$ cat src/rtl/mio_arb_pkg.sv
// Shared definitions for the MIO bus arbiter: FSM state codes, master
// indices and wait-counter sizing.
package mio_arb_pkg;

  typedef enum logic [1:0] {
    ST_IDLE   = 2'd0,
    ST_ACCESS = 2'd1,
    ST_WAIT   = 2'd2,
    ST_DONE   = 2'd3
  } arb_state_e;

  // Master indices as used by the picker and the owner register.
  localparam logic M0 = 1'b0;
  localparam logic M1 = 1'b1;

  // Read latency is carried by a 4-bit counter, so 15 is the ceiling.
  localparam int RD_LAT_MAX = 15;
  localparam int CNT_W      = 4;

  // One-hot grant vector for a master index.
  function automatic logic [1:0] onehot2(input logic idx);
    return idx ? 2'b10 : 2'b01;
  endfunction

endpackage

$ cat src/rtl/rr_pick2.sv
// Combinational 2-way round-robin picker. A lone requester wins outright;
// on a tie the requester that did not own the bus last time wins.
module rr_pick2 (
  input  logic [1:0] req,
  input  logic       last_owner,
  output logic       win_valid,
  output logic       win_idx
);

  // Pick the winner from the request pair and the previous owner.
  always_comb begin
    win_valid = |req;
    win_idx   = 1'b0;
    case (req)
      2'b01:   win_idx = 1'b0;
      2'b10:   win_idx = 1'b1;
      2'b11:   win_idx = ~last_owner;
      default: win_idx = 1'b0;
    endcase
  end

endmodule

$ cat src/rtl/mio_bus_arbiter.sv
// Two-master arbiter/sequencer in front of the MIO address decoder.
// One transaction at a time: IDLE (arbitrate + latch) -> ACCESS (one bus
// cycle, only place bus_mem_w can be high) -> WAIT (RD_LAT cycles) ->
// DONE (rdata valid, one-cycle ack) -> IDLE.
module mio_bus_arbiter
  import mio_arb_pkg::*;
#(
  parameter int ADDR_W = 32,
  parameter int DATA_W = 32,
  parameter int RD_LAT = 1
) (
  input  logic              clk,
  input  logic              rst,
  input  logic              m0_req,
  input  logic              m0_we,
  input  logic [ADDR_W-1:0] m0_addr,
  input  logic [DATA_W-1:0] m0_wdata,
  output logic              m0_ack,
  output logic [DATA_W-1:0] m0_rdata,
  input  logic              m1_req,
  input  logic              m1_we,
  input  logic [ADDR_W-1:0] m1_addr,
  input  logic [DATA_W-1:0] m1_wdata,
  output logic              m1_ack,
  output logic [DATA_W-1:0] m1_rdata,
  output logic [ADDR_W-1:0] bus_addr,
  output logic [DATA_W-1:0] bus_wdata,
  output logic              bus_mem_w,
  input  logic [DATA_W-1:0] bus_rdata,
  output logic [1:0]        grant,
  output logic              busy
);

  localparam logic [1:0] IDLE   = ST_IDLE;
  localparam logic [1:0] ACCESS = ST_ACCESS;
  localparam logic [1:0] WAIT   = ST_WAIT;
  localparam logic [1:0] DONE   = ST_DONE;

  // Latency clamped to what the 4-bit counter can hold.
  localparam logic [CNT_W-1:0] LAT =
    CNT_W'((RD_LAT > RD_LAT_MAX) ? RD_LAT_MAX : RD_LAT);

  logic [1:0]       state;
  logic [CNT_W-1:0] cnt;
  logic             owner;
  logic             last_owner;
  logic             pick_valid;
  logic             pick_idx;
  logic             go_done;

  rr_pick2 u_pick (
    .req        ({m1_req, m0_req}),
    .last_owner (last_owner),
    .win_valid  (pick_valid),
    .win_idx    (pick_idx)
  );

  // The cycle whose edge moves the FSM into DONE is also the cycle in which
  // bus_rdata is sampled, so ack and rdata appear together in DONE.
  assign go_done = ((state == ACCESS) && (LAT == '0)) ||
                   ((state == WAIT) && (cnt <= CNT_W'(1)));

  assign busy = (state != IDLE);

  // Sequencer FSM, wait counter and round-robin history.
  always_ff @(posedge clk) begin
    if (rst) begin
      state      <= IDLE;
      cnt        <= '0;
      owner      <= M0;
      last_owner <= M1;
    end else begin
      case (state)
        IDLE: begin
          if (pick_valid) begin
            owner <= pick_idx;
            state <= ACCESS;
          end
        end
        ACCESS: begin
          cnt   <= LAT;
          state <= (LAT == '0) ? DONE : WAIT;
        end
        WAIT: begin
          // Saturating decrement; WAIT is left when the count reaches 0.
          if (cnt != '0) cnt <= cnt - CNT_W'(1);
          if (go_done) state <= DONE;
        end
        DONE: begin
          last_owner <= owner;
          state      <= IDLE;
        end
        default: state <= IDLE;
      endcase
    end
  end

  // Bus-side latch: address/data are captured on a win and then held, so
  // the RAM sees a stable address between transactions; the write strobe
  // is high only during the ACCESS cycle that follows the win.
  always_ff @(posedge clk) begin
    if (rst) begin
      bus_addr  <= '0;
      bus_wdata <= '0;
      bus_mem_w <= 1'b0;
      grant     <= 2'b00;
    end else begin
      bus_mem_w <= 1'b0;
      if ((state == IDLE) && pick_valid) begin
        bus_addr  <= pick_idx ? m1_addr  : m0_addr;
        bus_wdata <= pick_idx ? m1_wdata : m0_wdata;
        bus_mem_w <= pick_idx ? m1_we    : m0_we;
        grant     <= onehot2(pick_idx);
      end else if (state == DONE) begin
        grant <= 2'b00;
      end
    end
  end

  // Master-side response: one-cycle ack to the owner and its rdata capture.
  // Writes capture too; the master ignores rdata on a write.
  always_ff @(posedge clk) begin
    if (rst) begin
      m0_ack   <= 1'b0;
      m1_ack   <= 1'b0;
      m0_rdata <= '0;
      m1_rdata <= '0;
    end else begin
      m0_ack <= go_done && (owner == M0);
      m1_ack <= go_done && (owner == M1);
      if (go_done && (owner == M0)) m0_rdata <= bus_rdata;
      if (go_done && (owner == M1)) m1_rdata <= bus_rdata;
    end
  end

endmodule

$ cat config.mk
export PLATFORM = sky130hd
export DESIGN_NAME = mio_bus_arbiter
export DESIGN_NICKNAME = d
export VERILOG_FILES = /design/src/rtl/mio_arb_pkg.sv /design/src/rtl/rr_pick2.sv /design/src/rtl/mio_bus_arbiter.sv
export SDC_FILE = /design/constraint.sdc
export NUM_CORES = 1
export LEC_CHECK = 0
export ABC_AREA = 1
export BUFFER_PORTS_ARGS = -buffer_cell sky130_fd_sc_hd__buf_2
export CORE_MARGIN = 2
export CORE_UTILIZATION = 47
export CTS_CLUSTER_DIAMETER = 100
export DETAILED_ROUTE_END_ITERATION = 6
export PLACE_DENSITY_LB_ADDON = 0.08
export RECOVER_POWER = 50
export SKIP_CTS_REPAIR_TIMING = 1
export SLEW_MARGIN = 10
export SYNTH_ARGS = -nofsm -noshare
export SYNTH_HDL_FRONTEND = slang
export SYNTH_SLANG_ARGS = --single-unit
$ cat constraint.sdc
create_clock -name clk -period 2.05 [get_ports clk]
set_input_delay 0 -clock clk [delete_from_list [all_inputs] [get_ports clk]]
set_output_delay 0 -clock clk [all_outputs]
set_load 0.005 [all_outputs]
Word level (Yosys, flattened, before mapping)
Cells that the tools add are included.

Magnitude comparators: 1. Mux-type cells: 12. Equality and inequality tests: 8. Reductions and logical operators: 14. Bitwise gates (word level): 3. $add $sub $neg: 1.

Operator list (number): 32-bit 2-to-1 mux (2); 2-bit 2-to-1 mux (5); 2-bit equality test (second input constant) (4); 2-bit case mux with 4 select lines (1); 4-bit case mux with 2 select lines (1); 2-bit AND reduction (3); 2-bit nonzero test (3); 4-bit by 1-bit less-or-equal comparator with 1-bit output (second input constant) (1); 1-bit logical AND (4); 4-bit 2-to-1 mux (1); 2-bit inequality test (second input constant) (2); 4-bit nonzero test (1); 2-bit OR reduction (2); 4-bit by 1-bit subtractor with 4-bit output (second input constant) (1); 1-bit NOT (3); 2-bit by 1-bit equality test with 1-bit output (second input constant) (1); 2-bit zero test (1); 2-bit by 1-bit inequality test with 1-bit output (second input constant) (1); 1-bit case mux with 2 select lines (1); 1-bit 2-to-1 mux (1).

Input port bits: 166. Flip-flop bits (word level): 141. Output and inout port bits: 134.

Longest topological paths before layout
Depth in word-level cells: 4. Depth in mapped cells: 10. Mapped depth without buffers: 9.

Hierarchy
Synthesis repeated with hierarchy kept, for this count alone.

Cell total of the unflattened synthesis: 850. Area, all modules: 5846.9 sq um.

Modules (own cells, without submodules): mio_bus_arbiter (area each 5831.8 sq um, cells each 847, instances 1); rr_pick2 (area each 15.0 sq um, cells each 3, instances 1).

Least setup slack after synthesis
No wires, ideal clock.

Kind: register to register. Start point: register cnt[0]. End point: register m0_rdata[22]. Library setup time: 0.113 ns. Period minus slack after synthesis: 1.428 ns. Path slack: 0.622 ns. Path buffers: 2. Data arrival time: 1.316 ns. Stages on the path, launching flop included: 11. Cell sequence: dfxtp_1 inv_1 ha_1 inv_1 nand2_1 nand4_1 buf_2 buf_2 nand2_1 nand2_1 nor2_1.

Word-level cells in the longest chain between the ends: 3.

RTL lines: start, declared (RTL line mio_bus_arbiter.sv:44) `logic [CNT_W-1:0] cnt;`; start signal, assigned (RTL line mio_bus_arbiter.sv:86) `if (cnt != '0) cnt <= cnt - CNT_W'(1);`; 4-bit by 1-bit less-or-equal comparator with 1-bit output (RTL line mio_bus_arbiter.sv:61) `((state == WAIT) && (cnt <= CNT_W'(1)));`; 1-bit logical AND (RTL line mio_bus_arbiter.sv:61); 1-bit logical AND (RTL line mio_bus_arbiter.sv:131) `if (go_done && (owner == M0)) m0_rdata <= bus_rdata;`; end signal, assigned (RTL line mio_bus_arbiter.sv:131); end, declared (RTL line mio_bus_arbiter.sv:19) `output logic [DATA_W-1:0] m0_rdata,`.

Every way passes these cells. A chain may end at the register's enable or synchronous reset.

Worst setup path in the final report
Start point: register last_owner. End point: register bus_wdata[17].

Word-level cells in the longest chain between the ends: 3.

RTL lines: start, declared (RTL line mio_bus_arbiter.sv:46) `logic last_owner;`; start signal, assigned (RTL line mio_bus_arbiter.sv:90) `last_owner <= owner;`; 1-bit NOT (RTL line rr_pick2.sv:17) `2'b11: win_idx = ~last_owner;`; 1-bit case mux with 2 select lines (RTL line rr_pick2.sv:14) `case (req)`; 32-bit 2-to-1 mux (RTL line mio_bus_arbiter.sv:111) `bus_wdata <= pick_idx ? m1_wdata : m0_wdata;`; end signal, assigned (RTL line mio_bus_arbiter.sv:111); end, declared (RTL line mio_bus_arbiter.sv:27) `output logic [DATA_W-1:0] bus_wdata,`.

Every way passes these cells.

==> out/metrics.csv <==
stage,metric,value,unit
routing,1st-pass router iterations,7,
critical_path,Crit Path Max Fanout,45,
finish,share of layout cells above drive strength 1,0.185,
critical_path,critical path arrival,2.33,ns
logic_synthesis,synthesized instance count,990,
critical_path,CP max stage cell,dlygate4sd3_1,
finish,final core occ,0.750,
global_routing,largest net degree at the start of global routing,66,
cts,Skew-Pair Late Insertion Delay,0.42,ns
finish,# diodes,0,
critical_path,CP endpoint kind,flip-flop,
cts,"Clk pin slew, worst setup/hold paths",0.06,ns
timing,Layout Skew,0.00989,ns
logic_synthesis,post-synth top area cell,dfxtp_1,
place,GP Congestion,0.853,
floorplanning,Core Box Area,13200,um^2
critical_path,CP Cell Sequence,"nand2_2, nand2_2, buf_4, nand2_1, nand2_1, dlygate4sd3_1, nand2_1, a21oi_1",
routing,DR vias/cell,4.75,
floorplanning,Boundary Pins,300,
logic_synthesis,Mapped Area,6330,um^2
global_routing,grt ovf,0,
place,Placed Cells,1416,
routing,WL/cell,13.3,um
critical_path,CP max stage delay,0.56,ns
timing,Rel. slew slack,0.600,
routing,routed vias,7569,
global_routing,first-pass GRT wire length,29.0,mm
cts,CTS tree,yes,
job,maxcap violations,0,
critical_path,Worst EP required,2.39,ns
finish,area growth from synthesis to layout,56.3,%
place,# port buffers,299,
routing,DRT iter0 DRCs,507,
timing,post-route minimum period,1.99,ns
critical_path,crit path kind,reg2reg,
critical_path,cell mode on critical path,nand2_1,
status,status,"complete, but fails checks",
worst_hold_path,worst min-delay path category,in2reg,
floorplanning,die width,120,um
timing,Slew Limit Fails,0,
timing,Hold Fails Final Rpt,12,
critical_path,crit-path leading delay family,buffers and inverters,
timing,period utilization,0.969,
logic_synthesis,count of state elements after synthesis,141,
logic_synthesis,Synth top area share,0.446,
critical_path,Worst Path Buf+Inv,2,
critical_path,startpoint types,flip-flop,
floorplanning,placement row count,42,
status,violated checks,"design-rule violations, negative hold slack",
cts,clk buf depth,2,
cts,TritonCTS sink count,141,
finish,Final #Nets,1577,
timing,TNS Setup,0,ns
global_routing,initial antenna violation count,0,
global_routing,vias in the first global route,6346,
floorplanning,DIE AREA,14400,um^2
finish,"non-filler cells, final",1594,
floorplanning,Initial Util,0.480,
timing,Setup-failing EPs final,0,
logic_synthesis,sequential share of the synthesized area,0.446,
logic_synthesis,syn_nets,1162,
logic_synthesis,"top cells by area, synth","dfxtp_1 (45%), nand2_1 (24%), nor2_1 (8.1%), a21oi_1 (5.8%), nand3_1 (5.6%)",
timing,Hold WS,-0.0703,ns
cts,Inserted Clock Buffers,17,
logic_synthesis,warnings from Yosys,0,
floorplanning,Die H,120,um
timing,f_max,504,MHz
finish,"most common cell after layout, fill and taps aside",nand2_1,
cts,H-tree depth,4,
place,placed wire-length estimate,12.9,mm
power_and_ir_drop,Leakage Power,5.13,nW
routing,WL final,21.1,mm
power_and_ir_drop,maximum VDD drop,612,uV
finish,"commonest non-fill, non-tap cells in the layout","nand2_1 (406), buf_2 (209), dlygate4sd3_1 (146)",
timing,Tightest Pin Transition,0.600,ns
cts,clock root buffer,clkbuf_16,
logic_synthesis,Synth Area per Inst,6.40,um^2
logic_synthesis,Yosys cell types,18,
power_and_ir_drop,pwr/cell area,1080,nW/um^2
global_routing,GRT Total Usage,0.250,
routing,DRC viols,12,
routing,post-route ant nets,0,
synth_stat cells (all sizes together):
master,number
o211ai,2
inv,81
nand2,408
buf,46
a21oi,73
clkinv,1
ha,6
clkbuf,18
nand3,71
dfxtp,141
nand4,2
o21ai,3
nor2,138
through the flow:
| stage | setup slack (ns) | cell area, um^2 | total power, mW |
|---|---|---|---|
| floorplan | 0.622 | 6330 | 5.89 |
| global placement | 0.471 | 7920 | 7.17 |
| detailed placement | 0.410 | 7920 | 7.23 |
| CTS | 0.408 | 8550 | 10.5 |
| global route | -0.0315 | 9900 | 11.4 |
| finish | 0.0645 | 9900 | 10.7 |
cell families after synthesis:
group,count (synthesis),share of synthesized area
adder cells (fa/ha/maj),6,0.0119
flip-flops,141,0.446
AND/OR/NAND/NOR,619,0.382
AO/OA/AOI/OAI,78,0.0630
buffers and inverters,146,0.0974
worst min-delay path, stage by stage:
cell	delay, ns
buf_2	0.10
nand2_1	0.05
nand2_1	0.04
nand2_1	0.05
a21oi_1	0.05
state kept, by name (all words and copies together) (netlist names), 2 cells and up:
name / flops
m1_rdata: 32
grant: 2
bus_addr: 32
m0_rdata: 32
cnt: 4
state: 2
bus_wdata: 32
area by class of cell:
| class | instances | area, um^2 |
|---|---|---|
| fillers | 1056 | 3290 |
| repair buffers | 460 | 3010 |
| multi-input cells | 703 | 2910 |
| flip-flops and latches | 141 | 2820 |
| clock buffers | 20 | 467 |
| inverters | 82 | 308 |
| well taps | 176 | 220 |
| clock inverters | 12 | 166 |
final timing paths:
check,to,slack [ns],start,depth (start not counted)
worst min-delay path,bus_addr[5],-0.07,m0_addr[5],5
worst min register to register,bus_addr[16],0.46,bus_addr[16],2
worst max-delay path,bus_wdata[17],0.06,last_owner,8
worst max register to register,bus_wdata[17],0.06,last_owner,8
power breakdown:
| group | total [mW] | switching (mW) | internal (mW) |
|---|---|---|---|
| sequential | 3.70 | 0.325 | 3.38 |
| clock | 3.27 | 1.15 | 2.12 |
| combinational | 3.75 | 2.23 | 1.52 |
layer usage:
layer / vias to the layer above / track usage / wire length, um / share of wire
met5: - / 0 / 0 / 0
met4: 0 / 0.107 / 657 / 0.031
met3: 54 / 0.0884 / 1640 / 0.078
met2: 324 / 0.419 / 10600 / 0.50
met1: 3359 / 0.289 / 8260 / 0.39
li1: 3832 / - / - / -
(Power assumes the default switching activity.)
